<file path="config.mk">
export PLATFORM = sky130hd
export DESIGN_NAME = hilo_muldiv_sequencer
export DESIGN_NICKNAME = d
export VERILOG_FILES = /design/src/rtl/hilo_muldiv_sequencer.sv
export SDC_FILE = /design/constraint.sdc
export NUM_CORES = 1
export LEC_CHECK = 0
export ABC_AREA = 1
export BUFFER_PORTS_ARGS = -buffer_cell sky130_fd_sc_hd__buf_2
export CELL_PAD_IN_SITES_DETAIL_PLACEMENT = 1
export CELL_PAD_IN_SITES_GLOBAL_PLACEMENT = 2
export CORE_MARGIN = 10
export CORE_UTILIZATION = 37
export CTS_BUF_LIST = sky130_fd_sc_hd__clkbuf_2 sky130_fd_sc_hd__clkbuf_4 sky130_fd_sc_hd__clkbuf_8
export CTS_CLUSTER_DIAMETER = 40
export CTS_CLUSTER_SIZE = 12
export DETAILED_ROUTE_END_ITERATION = 10
export MAX_ROUTING_LAYER = met4
export PLACE_DENSITY = 0.89
export SETUP_SLACK_MARGIN = 0.02
export SLEW_MARGIN = 0
export SYNTH_ARGS = -nofsm -noshare
export SYNTH_HDL_FRONTEND = slang
export SYNTH_SLANG_ARGS = --single-unit
</file>
<file path="constraint.sdc">
create_clock -name i_clk -period 18.1 [get_ports i_clk]
set_input_delay 2.715 -clock i_clk [delete_from_list [all_inputs] [get_ports i_clk]]
set_output_delay 2.715 -clock i_clk [all_outputs]
set_load 0.05 [all_outputs]
</file>
<file path="src/rtl/hilo_muldiv_sequencer.sv">
// Iterative MULT/MULTU/DIV/DIVU sequencer that produces a one-cycle {Hi,Lo} write.
// Optional build macro: MULDIV_EARLY_OUT_EN (multiply skips trailing zero multiplier bits).
module hilo_muldiv_sequencer #(
    parameter int WIDTH = 32
) (
    input  logic                 i_clk,
    input  logic                 i_rst,
    input  logic                 i_start,
    input  logic [1:0]           i_op,
    input  logic [WIDTH-1:0]     i_a,
    input  logic [WIDTH-1:0]     i_b,
    input  logic                 i_hilo_read_req,
    input  logic                 i_flush,
    output logic                 o_busy,
    output logic                 o_stall,
    output logic                 o_hilo_en,
    output logic [2*WIDTH-1:0]   o_hilo_write,
    output logic                 o_div_by_zero
);

    localparam int CW = (WIDTH > 1) ? $clog2(WIDTH) : 1;

    typedef enum logic [1:0] {S_IDLE, S_RUN, S_FINISH} state_t;

    state_t               r_state, w_state_nxt;
    logic                 r_is_div, r_sa, r_sb, r_dbz;
    logic [WIDTH-1:0]     r_opa, r_opb;
    logic [2*WIDTH-1:0]   r_prod, r_hold;
    logic [CW-1:0]        r_cnt;

    logic                 w_is_div, w_signed, w_sa, w_sb, w_accept, w_dbz_in;
    logic [WIDTH-1:0]     w_abs_a, w_abs_b;
    logic [WIDTH:0]       w_mul_sum, w_div_shift, w_div_diff;
    logic [2*WIDTH-1:0]   w_mul_next, w_div_next, w_fixed;
    logic [WIDTH-1:0]     w_quot, w_rem;
    logic                 w_div_ok, w_run_done, w_early;

    // Operand decode: signed ops iterate on magnitudes and fix signs at the end
    assign w_is_div = i_op[1];
    assign w_signed = ~i_op[0];
    assign w_sa     = w_signed & i_a[WIDTH-1];
    assign w_sb     = w_signed & i_b[WIDTH-1];
    assign w_abs_a  = w_sa ? -i_a : i_a;
    assign w_abs_b  = w_sb ? -i_b : i_b;
    assign w_accept = i_start & ~i_flush;
    assign w_dbz_in = w_is_div & (i_b == '0);

    // Shift-add step: multiplicand into the upper half, then shift right
    assign w_mul_sum  = {1'b0, r_prod[2*WIDTH-1:WIDTH]} + (r_opb[0] ? {1'b0, r_opa} : '0);
    assign w_mul_next = {w_mul_sum, r_prod[WIDTH-1:1]};

    // Restoring divide step: rem in the upper half, dividend/quotient in the lower
    assign w_div_shift = r_prod[2*WIDTH-1:WIDTH-1];
    assign w_div_diff  = w_div_shift - {1'b0, r_opb};
    assign w_div_ok    = ~w_div_diff[WIDTH];
    assign w_div_next  = {(w_div_ok ? w_div_diff[WIDTH-1:0] : w_div_shift[WIDTH-1:0]),
                          r_prod[WIDTH-2:0], w_div_ok};

`ifdef MULDIV_EARLY_OUT_EN
    logic [2*WIDTH-1:0] w_mul_skip;
    assign w_early    = ~r_is_div & (r_opb[WIDTH-1:1] == '0);
    assign w_mul_skip = w_mul_next >> r_cnt;
`else
    assign w_early    = 1'b0;
`endif

    assign w_run_done = (r_cnt == '0) | w_early;

    assign w_quot = r_prod[WIDTH-1:0];
    assign w_rem  = r_prod[2*WIDTH-1:WIDTH];

    always_comb begin
        w_fixed = r_prod;
        if (!r_dbz) begin
            if (!r_is_div)
                w_fixed = (r_sa ^ r_sb) ? -r_prod : r_prod;
            else
                w_fixed = {(r_sa ? -w_rem : w_rem), ((r_sa ^ r_sb) ? -w_quot : w_quot)};
        end
    end

    always_ff @(posedge i_clk or posedge i_rst) begin
        if (i_rst) r_state <= S_IDLE;
        else       r_state <= w_state_nxt;
    end

    always_comb begin
        w_state_nxt = r_state;
        case (r_state)
            S_IDLE:   if (w_accept) w_state_nxt = w_dbz_in ? S_FINISH : S_RUN;
            S_RUN:    if (i_flush) w_state_nxt = S_IDLE;
                      else if (w_run_done) w_state_nxt = S_FINISH;
            S_FINISH: w_state_nxt = S_IDLE;
            default:  w_state_nxt = S_IDLE;
        endcase
    end

    always_ff @(posedge i_clk or posedge i_rst) begin
        if (i_rst) begin
            r_is_div <= 1'b0;
            r_sa     <= 1'b0;
            r_sb     <= 1'b0;
            r_dbz    <= 1'b0;
            r_opa    <= '0;
            r_opb    <= '0;
            r_prod   <= '0;
            r_hold   <= '0;
            r_cnt    <= '0;
        end else begin
            case (r_state)
                S_IDLE: if (w_accept) begin
                    r_is_div <= w_is_div;
                    r_dbz    <= w_dbz_in;
                    r_cnt    <= CW'(WIDTH-1);
                    r_opa    <= w_abs_a;
                    r_opb    <= w_abs_b;
                    if (w_dbz_in) begin
                        r_sa   <= 1'b0;
                        r_sb   <= 1'b0;
                        r_prod <= {i_a, {WIDTH{1'b1}}};
                    end else begin
                        r_sa   <= w_sa;
                        r_sb   <= w_sb;
                        r_prod <= w_is_div ? {{WIDTH{1'b0}}, w_abs_a} : '0;
                    end
                end
                S_RUN: if (!i_flush) begin
                    if (r_is_div) begin
                        r_prod <= w_div_next;
                    end else begin
`ifdef MULDIV_EARLY_OUT_EN
                        // Remaining multiplier bits are zero: finish all shifts at once
                        r_prod <= w_early ? w_mul_skip : w_mul_next;
`else
                        r_prod <= w_mul_next;
`endif
                        r_opb  <= r_opb >> 1;
                    end
                    if (r_cnt != '0) r_cnt <= r_cnt - 1'b1;
                end
                S_FINISH: if (!i_flush) r_hold <= w_fixed;
                default: ;
            endcase
        end
    end

    assign o_busy        = (r_state != S_IDLE);
    assign o_stall       = o_busy & (i_start | i_hilo_read_req);
    assign o_hilo_en     = (r_state == S_FINISH) & ~i_flush;
    assign o_div_by_zero = o_hilo_en & r_dbz;
    assign o_hilo_write  = (r_state == S_FINISH) ? w_fixed : r_hold;

endmodule

</file>
; ---- Word level (Yosys, flattened, before mapping)
; Cells that the tools add are included.
[classes]
n_addsub = 8
n_eq_ne = 7
muxes = 31
bitwise = 12
n_reduce_logical = 12
[op_table]
columns = op, n
row1 = $mux 64, 8
row2 = $mux 32, 10
row3 = $neg 32->32, 4
row4 = $pmux 64 s2, 1
row5 = $neg 64->64, 1
row6 = $pmux 32 s2, 1
row7 = $add 32x32->33, 1
row8 = $sub 33x32->33, 1
row9 = $logic_not 32->1, 1
row10 = $mux 5, 3
row11 = $pmux 5 s2, 1
row12 = $mux 2, 4
row13 = $ne 2x2->1 const B, 4
row14 = $reduce_and 4->1, 2
row15 = $and 1x1->1, 7
row16 = $reduce_and 2->1, 3
row17 = $logic_not 5->1, 1
row18 = $reduce_bool 5->1, 1
row19 = $sub 5x1->5 const B, 1
row20 = $pmux 2 s2, 1
row21 = $reduce_bool 2->1, 2
row22 = $ne 3x3->1 const B, 1
row23 = $not 1->1, 3
row24 = $reduce_and 3->1, 1
row25 = other kinds (6), 7
[word_totals]
register_bits = 203

; ---- Longest topological paths before layout
; Gate-level depths: netlist of run 1.
[depth]
ltp_word = 7
depth_mapped = 22
depth_no_buf = 20

; ---- Worst setup path before layout of run 1
; Ideal clock, no wire load.
[synth_timing]
kind = input to output
startpoint = input i_flush
endpoint = output o_div_by_zero
arrival_time_ps = 4270
t_required_ps = 15385
path_slack_ps = 11115
stages = 5
path_buffers = 2
path_cell_list = nor2_1 > clkinv_1 > clkbuf_1 > clkbuf_1 > nor2_1
[synth_between]
elab_chain_len = 3
[synth_rtl]
columns = element, line
row1 = start: declaration, 13  ; input logic i_flush,
row2 = $not 1->1, 149  ; assign o_hilo_en = (r_state == S_FINISH) & ~i_flush;
row3 = $and 1x1->1, 149
row4 = $and 1x1->1, 150  ; assign o_div_by_zero = o_hilo_en & r_dbz;
row5 = end: declaration, 18  ; output logic o_div_by_zero
; Every way passes these cells.

; ---- Final worst setup path of run 1
; Same ends and word-level chain as after synthesis.

==> summary.md, run 1 <==
The number of buffers and inverters on the critical path is 4. The clock sink count is 203, and the detailed-route vias per instance is 5.374. The synthesized netlist occupies a cell area of 19330 um2.

The initial antenna violation count was 2. The cell at the slowest stage of the critical path is sky130_fd_sc_hd__buf_4. Hold repair after CTS inserted 0 buffers. In this run the horizontal extent of the chip is 248.6 um.

The number of placed instances, taps included, is 3925. Summing all flip-flop and latch instances after layout gives 5081 um2. The run gives 29.70 ps as the setup clock skew after layout. The worst flop-to-flop path startpoint was r_state[1].

The kind of start point of the critical path was an input port. On the worst path, the slowest cell contributes a delay of 400 ps. The run gives 11510 ps as the final worst-path setup slack. The tools report the max-capacitance violation count as 0. In the global route stage, overall resource usage came out at 27.67%. The Yosys step of the flow raised 0 warnings. The multi-input gate area in the final layout was 11900 um2. Detailed placement ended at an HPWL of 67510 um. The net count of the finished layout is 3440. Setup repair after global routing left no endpoint under its margin. The pin slew with the least headroom to its limit is 1056 ps.

Worst hold-check path type: register to register. The start point of the critical path was i_flush. The post-synthesis to final-layout area growth is 12.58%. Counting every net in the synthesized netlist gives 3338. The logs give 61780 um2 for the overall die area and 29.59% for the worst max-slew margin expressed relative to the limit.

The kind of end point of the critical path is an output pin. The logs give 128 for the pin count of the biggest net entering global routing and 21760 um2 for the finished layout cell area. Post-route fraction of the period consumed by the critical path: 36.43%. The number of pins with negative max-slew slack in the final report is 0, and the fmax is 151.6 MHz. By startpoint and endpoint, the worst setup path is classified as input port to output pin.

Share of the core filled with cells: 42.25%. Clock latency on the worst-skew pair: 670 ps. The synthesized netlist contains 52 unique library cells. The average wire per cell in the routed design was 21.45 um. The H-tree was split into 2 levels. The tools report the total via count after detailed routing as 21610. The critical path goes through buf_2 -> nor2_4 -> buf_4 -> inv_2 -> nor2_1 -> buf_2. The routed design could run at a clock period as short as 6595 ps. The cell area power density was 188.3 nW/um2; the I/O pin count was 139. For the clock buffer count from CTS, the log shows 50. The logs give 26.28% for the post-synthesis sequential area ratio and 86250 um for the total length of routed wires. The number of cells traversed by the worst register-to-register path was 12. In this run the standard cell core region covers 51510 um2. The critical register-to-register path endpoint is r_prod[55]. The critical path runs through a total of 6 cells. The first global-routing pass estimated 132500 um of wire.

STA puts the critical path data required time at 15390 ps. TritonCTS built the clock tree. For the total chip power, the log shows 4.098 mW. Averaged over all synthesized cells, the footprint is 6.050 um2. Setup violations remaining at the end of the flow were counted as 0. The first TritonRoute pass finished after 5 iterations. The fraction of final layout cells sized beyond drive strength 1 was 10.72%; the number of hold violations in the final report was 0. Following the worst setup path forward leads to its endpoint at o_div_by_zero.

For flop-to-flop paths, the worst setup slack is 13810 ps. The DRC violations left was 0; the number of inserted filler cells in the final layout was 7066. The number of global-route vias before repair was 22060.

The maximum clock path buffer count came out at 3. Once detail routing completed, the nets flagged for antenna violations numbered 0. The run gives 1299 as the number of violations reported at the end of detailed-routing iteration 0. For this configuration, the core starts out at a cell density of 37.53%. The cell area reported after detailed placement is 20600 um2, and the vertical die dimension is 248.6 um.

The total of cells resized after clock tree synthesis came out at 0. Hold is met by 478.6 ps. The logs give 11.75 nW for the leakage power and 4020 for the post-layout instance count excluding filler cells. After clock tree synthesis, the clock-pin slew on the worst setup and hold paths is 40 ps. Buffers added to address setup during post-CTS repair amount to 0. The cell count after synthesis was 3195. The quantity of I/O buffers inserted on ports works out to 138.

The cell family contributing the most delay on the critical path is buffers and inverters. The total negative setup slack came out at 0 ps. The critical path data arrival time came out at 3880 ps.

The tools report the total global routing overflow as 0. The share of synthesized registers carrying an async set or reset was 100.0%. The flow ran to the end, and the final reports show no timing, DRC or antenna violations.

CTS placed an instance of sky130_fd_sc_hd__clkbuf_8 at the clock tree root. The flip-flop and latch count after synthesis came out at 203. Cell row count: 83. Counting flops with a built-in enable in the synthesized netlist gives 0. Timing analysis after detailed placement gives a worst setup slack of 11500 ps. Among all flip-flop cells after synthesis, the most frequent one is sky130_fd_sc_hd__dfrtp_1.

For the maximum vdd drop, the log shows 0.00006088 V. The tools report the weighted congestion reported at the end of routability-driven placement as 0.9858. The maximum fanout encountered on the critical timing path works out to 43.

The cell that appears most often on the critical path is sky130_fd_sc_hd__buf_2.
## cell type report
cell class / count / share of cell area, %
Multi-Input combinational cell: 2380 / 54.70
Sequential cell: 203 / 23.35
Inverter: 498 / 8.625
Timing Repair Buffer: 164 / 4.071
Tap cell: 680 / 3.910
Clock buffer: 58 / 3.525
Clock inverter: 35 / 1.800
Antenna cell: 2 / 0.02300
## where the power goes
part	leakage [nW]	switching, mW	total (mW)	internal, mW
Sequential	2.46	0.220	0.848	0.628
Clock	0.574	0.291	0.660	0.369
Combinational	8.71	1.87	2.59	0.721
Total	11.7	2.38	4.10	1.72
## layout by cell type, fill, tap and decap left out, types with 25 or more instances in the layout
cell	instances
sky130_fd_sc_hd__nor3_1	32
sky130_fd_sc_hd__nand4_1	30
sky130_fd_sc_hd__ha_1	70
sky130_fd_sc_hd__nand3_1	230
sky130_fd_sc_hd__xor2_1	88
sky130_fd_sc_hd__nand2_1	1000
sky130_fd_sc_hd__dfrtp_1	202
sky130_fd_sc_hd__inv_1	484
sky130_fd_sc_hd__buf_2	138
sky130_fd_sc_hd__o21ai_0	264
sky130_fd_sc_hd__nor2_1	268
sky130_fd_sc_hd__buf_4	26
sky130_fd_sc_hd__a21oi_1	170
sky130_fd_sc_hd__clkbuf_8	53
sky130_fd_sc_hd__o211ai_1	25
## worst register-to-register path: stages, from the launching register on
cell	delay [ps]
sky130_fd_sc_hd__dfrtp_1	440
sky130_fd_sc_hd__nor2_4	130
sky130_fd_sc_hd__buf_4	650
sky130_fd_sc_hd__inv_2	40
sky130_fd_sc_hd__buf_4	410
sky130_fd_sc_hd__nor2_1	590
sky130_fd_sc_hd__nor2_2	80
sky130_fd_sc_hd__buf_4	230
sky130_fd_sc_hd__inv_2	140
sky130_fd_sc_hd__buf_4	780
sky130_fd_sc_hd__o21ai_0	470
sky130_fd_sc_hd__inv_1	150
sky130_fd_sc_hd__a21oi_1	70
## cell families after synthesis
kind of cell	share of synthesized area (%)
buf+inv	12.25
flops	26.28
simple gates	35.15
fa+ha+maj	4.738
compound gates	16.97
xor+xnor	4.622
## registers in the layout, summed over array words and instances, names as in the netlist
register  count
r_hold       64
r_opa        32
r_state       2
r_dbz         1
r_sa          1
r_opb        32
r_is_div      1
r_prod       64
r_sb          1
r_cnt         5
## synthesized netlist by cell type, types with 4 or more instances
cell type                  number  area share (%)
sky130_fd_sc_hd__nor4_1        11            0.36
sky130_fd_sc_hd__buf_1          6            0.12
sky130_fd_sc_hd__nor2_1       271             5.3
sky130_fd_sc_hd__o211ai_1      25            0.97
sky130_fd_sc_hd__buf_2         14            0.36
sky130_fd_sc_hd__nand3_1      230             6.0
sky130_fd_sc_hd__o21ai_2       13            0.59
sky130_fd_sc_hd__clkbuf_1      84             1.6
sky130_fd_sc_hd__nor2_2        15            0.49
sky130_fd_sc_hd__a31oi_1       15            0.49
sky130_fd_sc_hd__o221ai_1       8            0.36
sky130_fd_sc_hd__o21ai_1       16            0.41
sky130_fd_sc_hd__inv_2         11            0.21
sky130_fd_sc_hd__ha_1          70             4.5
sky130_fd_sc_hd__or2_2          5            0.16
sky130_fd_sc_hd__xor2_1        88             4.0
sky130_fd_sc_hd__inv_1        485             9.4
sky130_fd_sc_hd__nand2_2        6            0.19
sky130_fd_sc_hd__buf_6          4            0.23
sky130_fd_sc_hd__o21bai_1       7            0.27
sky130_fd_sc_hd__o21a_1         4            0.16
sky130_fd_sc_hd__nand2_1     1001              19
sky130_fd_sc_hd__buf_4          6            0.23
sky130_fd_sc_hd__a32oi_1        5            0.23
sky130_fd_sc_hd__o22ai_1        7            0.23
sky130_fd_sc_hd__a32oi_2        5            0.42
sky130_fd_sc_hd__nor3_2         5            0.26
sky130_fd_sc_hd__o21ai_0      264             6.8
sky130_fd_sc_hd__nand3_2        5            0.26
sky130_fd_sc_hd__nand4_1       30            0.97
sky130_fd_sc_hd__xnor2_1       14            0.63
sky130_fd_sc_hd__nor3_1        32            0.83
sky130_fd_sc_hd__a21oi_2       21            0.95
sky130_fd_sc_hd__nand3b_1       6            0.23
sky130_fd_sc_hd__dfrtp_1      203              26
sky130_fd_sc_hd__a21oi_1      170             4.4
sky130_fd_sc_hd__a21o_1         7            0.27
## routing by layer
metal	vias up	global-route usage (%)	routed length [um]
li1	10390	-	-
met1	10610	36.75	40900
met2	474	43.20	39200
met3	130	3.876	3824
met4	0	7.815	2323
met5	-	-	0
## how the worst min path moves through the flow
stage	cells past startpoint	slack, ps	start	to
2_1_floorplan	2	440	r_opa[1]	r_opa[1]
3_3_place_gp	2	460	r_hold[55]	r_hold[55]
3_5_place_dp	2	470	r_hold[55]	r_hold[55]
4_1_cts	2	480	r_hold[55]	r_hold[55]
5_1_grt	2	510	r_hold[34]	r_hold[34]
6_report	2	480	r_hold[60]	r_hold[60]
Power figures use the tool's default switching activity.
==> run 2, diff against run 1 <==
- CORE_UTILIZATION: 37 -> 31
- PLACE_DENSITY: 0.89 -> 0.8
- clock period: 18.1 -> 5.46 ns (I/O delays scaled with it)
==> run 2 against run 1 <==
Setup slack lost 11000 ps; clock skew is 1.3 ps higher; critical path depth rose by 3; clock power increased to 3.3 times the previous value; power grew to 3.3 times the previous value; routed wire length increased by 0.70%; hold slack worse by 410 ps; first-iteration DRC count grew 17%; highest routed layer unchanged.
==> summary.md, run 2 (synthesized netlist as in run 1, its figures left out) <==
The run finished with clean final reports. The DRC violations left was 0 (unchanged). The initial antenna violation count is 1 (was 2), and the clock transition at the registers of the reported paths is 60 ps (was 40 ps). For the post-cts hold buffer count, the log shows 0 (unchanged).

The logs give 0 (unchanged) for the total global routing overflow and 8213 (was 7066) for the number of inserted filler cells in the final layout. Number of global-route vias before repair: 22040 (was 22060). The kind of start point of the critical path was a register (was an input port). The clock tree root buffer cell is sky130_fd_sc_hd__clkbuf_8 (unchanged).

The logs give 0.0002212 V (was 0.00006088 V) for the maximum vdd drop and 0 (unchanged) for the buffers inserted during post-CTS setup optimization. The cell area power density was 606.6 nW/um2 (was 188.3 nW/um2). The pin slew with the least headroom to its limit was 1033 ps (was 1056 ps); the number of hold violations in the final report was 0 (unchanged). The net switching fraction of the power works out to 56.59% (was 58.08%). The run gives 4640 ps (was 15390 ps) as the required time reported for the critical path endpoint. The number of pins with negative max-slew slack in the final report was 0 (unchanged). The clock buffer count from CTS was 49 (was 50). The run gives 134000 um (was 132500 um) as the global-route wire length before repair.

For the weighted congestion reported at the end of routability-driven placement, the log shows 0.9481 (was 0.9858). The tools report the residual antenna-violating net count after detailed routing as 0 (unchanged). Critical setup path kind: register to output pin (was input port to output pin). The placed wire-length estimate was 69130 um (was 67510 um); the clock sink count was 203 (unchanged).

The run gives 7.543 mW (was 2.380 mW) as the switching power. Worst hold-check path type: input port to asynchronous set/reset pin (was register to register). The starting utilization of the core area is 31.32% (was 37.53%). The cell row count was 91 (was 83); the detailed-route vias per instance was 5.140 (was 5.374). TritonCTS built the clock tree. The setup clock skew after layout is 31.02 ps (was 29.70 ps), and the total length of routed wires is 86850 um (was 86250 um). The die width is 269.7 um (was 248.6 um).

The fmax came out at 220.2 MHz. Worst setup slack for register-to-register paths: 1860 ps (was 13810 ps). The maximum fanout encountered on the critical timing path was 19 (was 43). The overall die area came out at 72740 um2 (was 61780 um2). Combinational power share: 61.9% (was 63.2%). For the internal power, the log shows 5.786 mW (was 1.718 mW). The clock latency on the worst-skew pair was 670 ps (about the same). The tools report the total of endpoints with negative setup slack in the final report as 0 (unchanged). In the finished design, the share of the clock period the worst path needs comes to 83.16%. The overall global routing resource usage was 24.05% (was 27.67%). Sequential cell fraction of total power: 21.6% (was 20.7%). Setup repair after global routing left no endpoint under its margin. Largest regs: r_hold x64, r_prod x64 (unchanged). The most common cell after layout, fill and taps aside is sky130_fd_sc_hd__nand2_1 (unchanged). The pin count of the biggest net entering global routing came out at 110 (was 128). The number of violations reported at the end of detailed-routing iteration 0 came out at 1521 (was 1299). The vertical die dimension works out to 269.7 um (was 248.6 um). The average wire per cell in the routed design is 20.82 um (was 21.45 um), and the critical path data arrival time is 3720 ps (was 3880 ps).

The smallest clock period supported by the final layout is computed as 4541 ps. The clock share of power is 16.5% (was 16.1%). The depth of the CTS H-tree came out at 2 (unchanged). Post-synthesis to final-layout area growth: 13.68% (was 12.58%).

The tools report the kind of end point of the critical path as an output pin (unchanged). The final-layout worst hold slack was 69.70 ps (was 478.6 ps). Worst max-slew margin expressed relative to the limit: 31.14% (was 29.59%).

The I/O pin count is 139 (unchanged). Total of cells resized after clock tree synthesis: 0 (unchanged). The fraction of final layout cells sized beyond drive strength 1 is 10.56% (was 10.72%). The core region area was 61710 um2 (was 51510 um2). The tools report the number of iterations in the first detailed-routing pass as 5 (unchanged).

The tools report the max-capacitance violation count as 0 (unchanged). For the total via count after detailed routing, the log shows 21450 (was 21610). The logs give 3438 (was 3440) for the layout net count and 0 ps (unchanged) for the total negative setup slack. The leakage power came out at 11.76 nW (was 11.75 nW).

Most used cells in the layout excluding fill and tap cells: sky130_fd_sc_hd__nand2_1 (1000), sky130_fd_sc_hd__inv_1 (484), sky130_fd_sc_hd__nor2_1 (268), sky130_fd_sc_hd__o21ai_0 (264), sky130_fd_sc_hd__nand3_1 (230) (unchanged). The maximum clock path buffer count was 3 (unchanged); the quantity of I/O buffers inserted on ports was 138 (unchanged).
[run 2: cell types whose count changed in the layout (fill, tap and decap cells not counted), moves of 2 or more]
cell                         previous run  this run
sky130_fd_sc_hd__buf_4                 26        24
sky130_fd_sc_hd__inv_6                  7         0
sky130_fd_sc_hd__clkbuf_8              53        60
sky130_fd_sc_hd__clkbuf_4               5         7
sky130_fd_sc_hd__clkinv_4               6         2
sky130_fd_sc_hd__clkinvlp_4             8         6
[run 2: path summary, 6_finish.rpt]
| kind | endpoint | depth (start not counted) | from |
|---|---|---|---|
| worst max-delay path | o_hilo_write[9] | 9 | r_sa |
| worst min-delay path | r_hold[6] | 2 | i_rst |
| worst max register to register | r_prod[52] | 19 | r_prod[31] |
| worst min register to register | r_hold[46] | 2 | r_hold[46] |
| max in group asynchronous | r_cnt[1] | 3 | i_rst |
| min in group i_clk | r_hold[46] | 2 | r_hold[46] |
[run 2: layout make-up]
cell class / count / area (um2) / area share, %
multi-input cells: 2380 / 11900 / 54.17
flip-flops and latches: 203 / 5081 / 23.12
inverters: 498 / 1873 / 8.524
well taps: 837 / 1047 / 4.766
repair buffers: 163 / 890.9 / 4.054
clock buffers: 67 / 878.3 / 3.997
clock inverters: 21 / 292.8 / 1.332
diodes: 3 / 7.507 / 0.03416
[run 2: critical path, cell delays in order, from the launching register on]
cell and delay [ps]:
sky130_fd_sc_hd__dfrtp_1 390, sky130_fd_sc_hd__or2_2 130, sky130_fd_sc_hd__nand2_1 360, sky130_fd_sc_hd__nor2_2 760, sky130_fd_sc_hd__inv_1 490, sky130_fd_sc_hd__a21oi_1 290
sky130_fd_sc_hd__xor2_1 170, sky130_fd_sc_hd__inv_1 60, sky130_fd_sc_hd__o21ai_0 120, sky130_fd_sc_hd__buf_2 290
[run 2: stage by stage]
stage / setup WS, ps / util, % / power, mW / instances / area [um2]
floorplan: 1924 / - / 8.442 / 3195 / 19330
global route: 600.0 / 35.59 / 14.56 / 4169 / 21970
detailed placement: 1608 / 33.70 / 11.10 / 4081 / 20790
global placement: 1624 / 33.70 / 10.90 / 4081 / 20790
finish: 919.2 / 35.61 / 13.33 / 4172 / 21970
CTS: 874.8 / 35.59 / 13.38 / 4169 / 21970
[run 2: power groups by stage]
| stage | Combinational [mW] | Clock (mW) | Sequential [mW] |
|---|---|---|---|
| 4_1_cts | 8.26 | 2.27 | 2.86 |
| 3_5_place_dp | 8.22 | 0 | 2.88 |
| 3_3_place_gp | 8.05 | 0 | 2.85 |
| 5_1_grt | 9.29 | 2.33 | 2.93 |
| 6_report | 8.25 | 2.20 | 2.88 |
| 2_1_floorplan | 5.97 | 0 | 2.47 |
[run 2: per-layer routing]
layer | global-route usage, % | part of all wire (%) | wire [um]
met1 | 31.84 | 47 | 41230
met2 | 37.33 | 45 | 38870
met5 | - | 0 | 0
met3 | 3.576 | 4.9 | 4230
met4 | 7.422 | 2.9 | 2523
==> run 3, diff against run 2 <==
- CORE_UTILIZATION: 31 -> 34
- PLACE_DENSITY: 0.8 -> 0.83
- clock period: 5.46 -> 4.19 ns (I/O delays scaled with it)
==> run 3 against run 2 <==
Via count grew 1.4%; flip-flop and latch count did not move; global-route usage grew 3.0 points; clock skew increased by 18 ps; clock-buffer cell count fell by 12; die area decreased by 8.2%; largest cell class unchanged; power is 35% higher; final cell count decreased by 1.5%; critical path type unchanged.
==> summary.md, run 3 (synthesized netlist as in run 1, its figures left out) <==
The tools report the total global routing overflow as 0 (unchanged). The run gives 87 (was 91) as the cell row count. Fmax: 248.5 MHz. Setup repair after global routing could not meet its margin everywhere.

Pin count of the biggest net entering global routing: 89 (was 110). Maximum clock path buffer count: 3 (unchanged). TritonCTS built the clock tree. The finished layout cell area was 22070 um2 (was 21970 um2); the post-layout instance count excluding filler cells was 4110 (was 4172).

The worst hold-check path type was input port to asynchronous set/reset pin (unchanged). The clock buffer count from CTS came out at 48 (was 49). The clock share of power was 15.3% (was 16.5%); the worst max-slew margin expressed relative to the limit was 29.88% (was 31.14%).

The I/O pin count was 139 (unchanged). The tools report the worst flop-to-flop path startpoint as r_prod[31] (unchanged). The post-cts hold buffer count is 0 (unchanged), and the placed wire-length estimate is 71860 um (was 69130 um).

The run gives 20830 um2 (was 20790 um2) as the cell area reported after detailed placement. The minimum clock period after layout is 4024 ps, and the max-capacitance violation count is 0 (unchanged). The average wire per cell in the routed design was 21.84 um (was 20.82 um); the final worst-path setup slack was 166.4 ps (was 919.2 ps). The required time reported for the critical path endpoint was 3560 ps (was 4640 ps). Largest regs: r_hold x64, r_prod x64 (unchanged).

The flow ran to the end, and the final reports show no timing, DRC or antenna violations. Kind of end point of the critical path: an output pin (unchanged). The clock latency on the worst-skew pair was 680 ps (was 670 ps); the critical path data arrival time was 3400 ps (was 3720 ps). The pin slew with the least headroom to its limit is 1051 ps (was 1033 ps). The cell at the slowest stage of the critical path is sky130_fd_sc_hd__dfrtp_1 (was sky130_fd_sc_hd__nor2_2).

The layout net count was 3455 (was 3438); the depth of the CTS H-tree was 2 (unchanged). Most used cells in the layout excluding fill and tap cells: sky130_fd_sc_hd__nand2_1 (1000), sky130_fd_sc_hd__inv_1 (480), sky130_fd_sc_hd__nor2_1 (267), sky130_fd_sc_hd__o21ai_0 (264), sky130_fd_sc_hd__nand3_1 (229) (was sky130_fd_sc_hd__nand2_1 (1000), sky130_fd_sc_hd__inv_1 (484), sky130_fd_sc_hd__nor2_1 (268), sky130_fd_sc_hd__o21ai_0 (264), sky130_fd_sc_hd__nand3_1 (230)). The run gives 136600 um (was 134000 um) as the global-route wire length before repair. The number of iterations in the first detailed-routing pass was 5 (unchanged).

Number of hold violations in the final report: 0 (unchanged). The vertical die dimension came out at 258.4 um (was 269.7 um). The tools report the weighted congestion reported at the end of routability-driven placement as 0.9786 (was 0.9481). Combinational power share: 64.6% (was 61.9%). For the DRC violations left, the log shows 0 (unchanged).

Die width: 258.4 um (was 269.7 um). The final critical path takes up 96.03% of the cycle. The total via count after detailed routing was 21740 (was 21450); the worst slack after detailed placement was 675.4 ps (was 1608 ps).

The delay of the slowest cell on the worst path works out to 670 ps (was 760 ps). The tools report the residual antenna-violating net count after detailed routing as 0 (unchanged). The tools report the maximum vdd drop as 0.0003466 V (was 0.0002212 V).

Critical path, cell by cell: nor2_2 -> inv_1 -> nor2_1 -> inv_1 -> nor2_1 -> nand2_1 -> nor4_1 -> o211ai_1 -> nand3_1 -> nand3_1 -> nand2_1 -> clkbuf_4 (was or2_2 -> nand2_1 -> nor2_2 -> inv_1 -> a21oi_1 -> xor2_1 -> inv_1 -> o21ai_0 -> buf_2). Number of pins with negative max-slew slack in the final report: 0 (unchanged). Critical setup path kind: register to output pin (unchanged). The clock transition at the registers of the reported paths is 60 ps (about the same), and the detailed-route vias per instance is 5.291 (was 5.140). The switching power was 10.51 mW (was 7.543 mW). The fraction of final layout cells sized beyond drive strength 1 is 11.40% (was 10.56%). The post-synthesis to final-layout area growth is 14.18% (was 13.68%), and the overall global routing resource usage is 27.09% (was 24.05%). Kind of start point of the critical path: a register (unchanged). Overall die area: 66790 um2 (was 72740 um2).

The maximum fanout encountered on the critical timing path is 7 (was 19), and the share of the core filled with cells is 39.14% (was 35.61%). The initial antenna violation count came out at 2 (was 1). The total length of routed wires came out at 89780 um (was 86850 um). The logs give 34.28% (was 31.32%) for the starting utilization of the core area and 203 (unchanged) for the clock sink count.

Setup clock skew after layout: 48.90 ps (was 31.02 ps). The run gives 11.83 nW (was 11.76 nW) as the leakage power. For the number of violations reported at the end of detailed-routing iteration 0, the log shows 1417 (was 1521).

The tools report the total of endpoints with negative setup slack in the final report as 0 (unchanged). The logs give 610 ps (was 1860 ps) for the worst setup slack for register-to-register paths and 18.01 mW (was 13.33 mW) for the total chip power. The tools report the core region area as 56390 um2 (was 61710 um2).

The cell area power density came out at 816.1 nW/um2 (was 606.6 nW/um2). The clock tree root buffer cell is sky130_fd_sc_hd__clkbuf_8 (unchanged). The net switching fraction of the power is 58.36% (was 56.59%). The tools report the cell count after placement as 4015 (was 4081).

The critical register-to-register path endpoint is r_prod[59] (was r_prod[52]). The tools report the sequential cell fraction of total power as 20.0% (was 21.6%). The most common cell after layout, fill and taps aside is sky130_fd_sc_hd__nand2_1 (unchanged).

The number of cells traversed by the worst register-to-register path is 20 (was 19), and the number of global-route vias before repair is 22170 (was 22040). The internal power is 7.500 mW (was 5.786 mW). The quantity of I/O buffers inserted on ports is 138 (unchanged).
run 3: layout make-up:
| cell class | count | area, um2 |
|---|---|---|
| clock buffer | 55 | 732.0 |
| antenna | 3 | 7.507 |
| clock inverter | 34 | 389.1 |
| multi-input combinational | 2380 | 11960 |
| inverter | 498 | 1873 |
| sequential | 203 | 5082 |
| timing repair buffer | 181 | 1079 |
| tap | 756 | 945.9 |
| fill | 7605 | 34320 |
run 3: critical path: cells and delay by family, from the launching register on:
kind	cells	cell delay, ps
buffers and inverters	3	400
flip-flops	1	670
AND/OR/NAND/NOR	8	1420
AO/OA/AOI/OAI	1	260
run 3: how the worst max path moves through the flow:
stage / start / end / slack [ps] / cells past startpoint
2_1_floorplan: r_prod[0] / o_hilo_write[28] / 840 / 11
3_3_place_gp: r_prod[31] / r_prod[59] / 770 / 20
3_5_place_dp: r_prod[31] / r_prod[59] / 680 / 20
4_1_cts: r_prod[1] / o_hilo_write[40] / 40 / 14
5_1_grt: r_prod[33] / o_hilo_write[54] / -20 / 14
6_report: r_prod[46] / o_hilo_write[50] / 170 / 12
run 3: through the flow:
stage,TNS (ps),hold slack (ps)
final,0,63.58
after global routing,-20.14,59.92
after CTS,0,42.38
after detailed placement,0,466.6
after global placement,0,462.2
after floorplan,0,442.2
run 3: power groups by stage:
stage          logic, mW  registers (mW)  clock network, mW
2_1_floorplan       7.78            3.22                  0
3_3_place_gp        11.3            3.57                  0
3_5_place_dp        11.4            3.61                  0
4_1_cts             11.5            3.58               2.82
5_1_grt             12.9            3.69               2.92
6_report            11.6            3.61               2.76
run 3: repair_timing:
item | 4_1_cts | 5_1_grt
gates resized for setup | 3 | 27
buffers inserted | 0 | 3
endpoints found under the setup margin | 4 | 26
pin swaps | 0 | 3
run 3: routing by layer:
metal	wire (um)	global-route usage (%)
met1	42080	36.03
met2	40000	41.43
met3	4669	4.159
met4	3030	9.067
met5	0	-
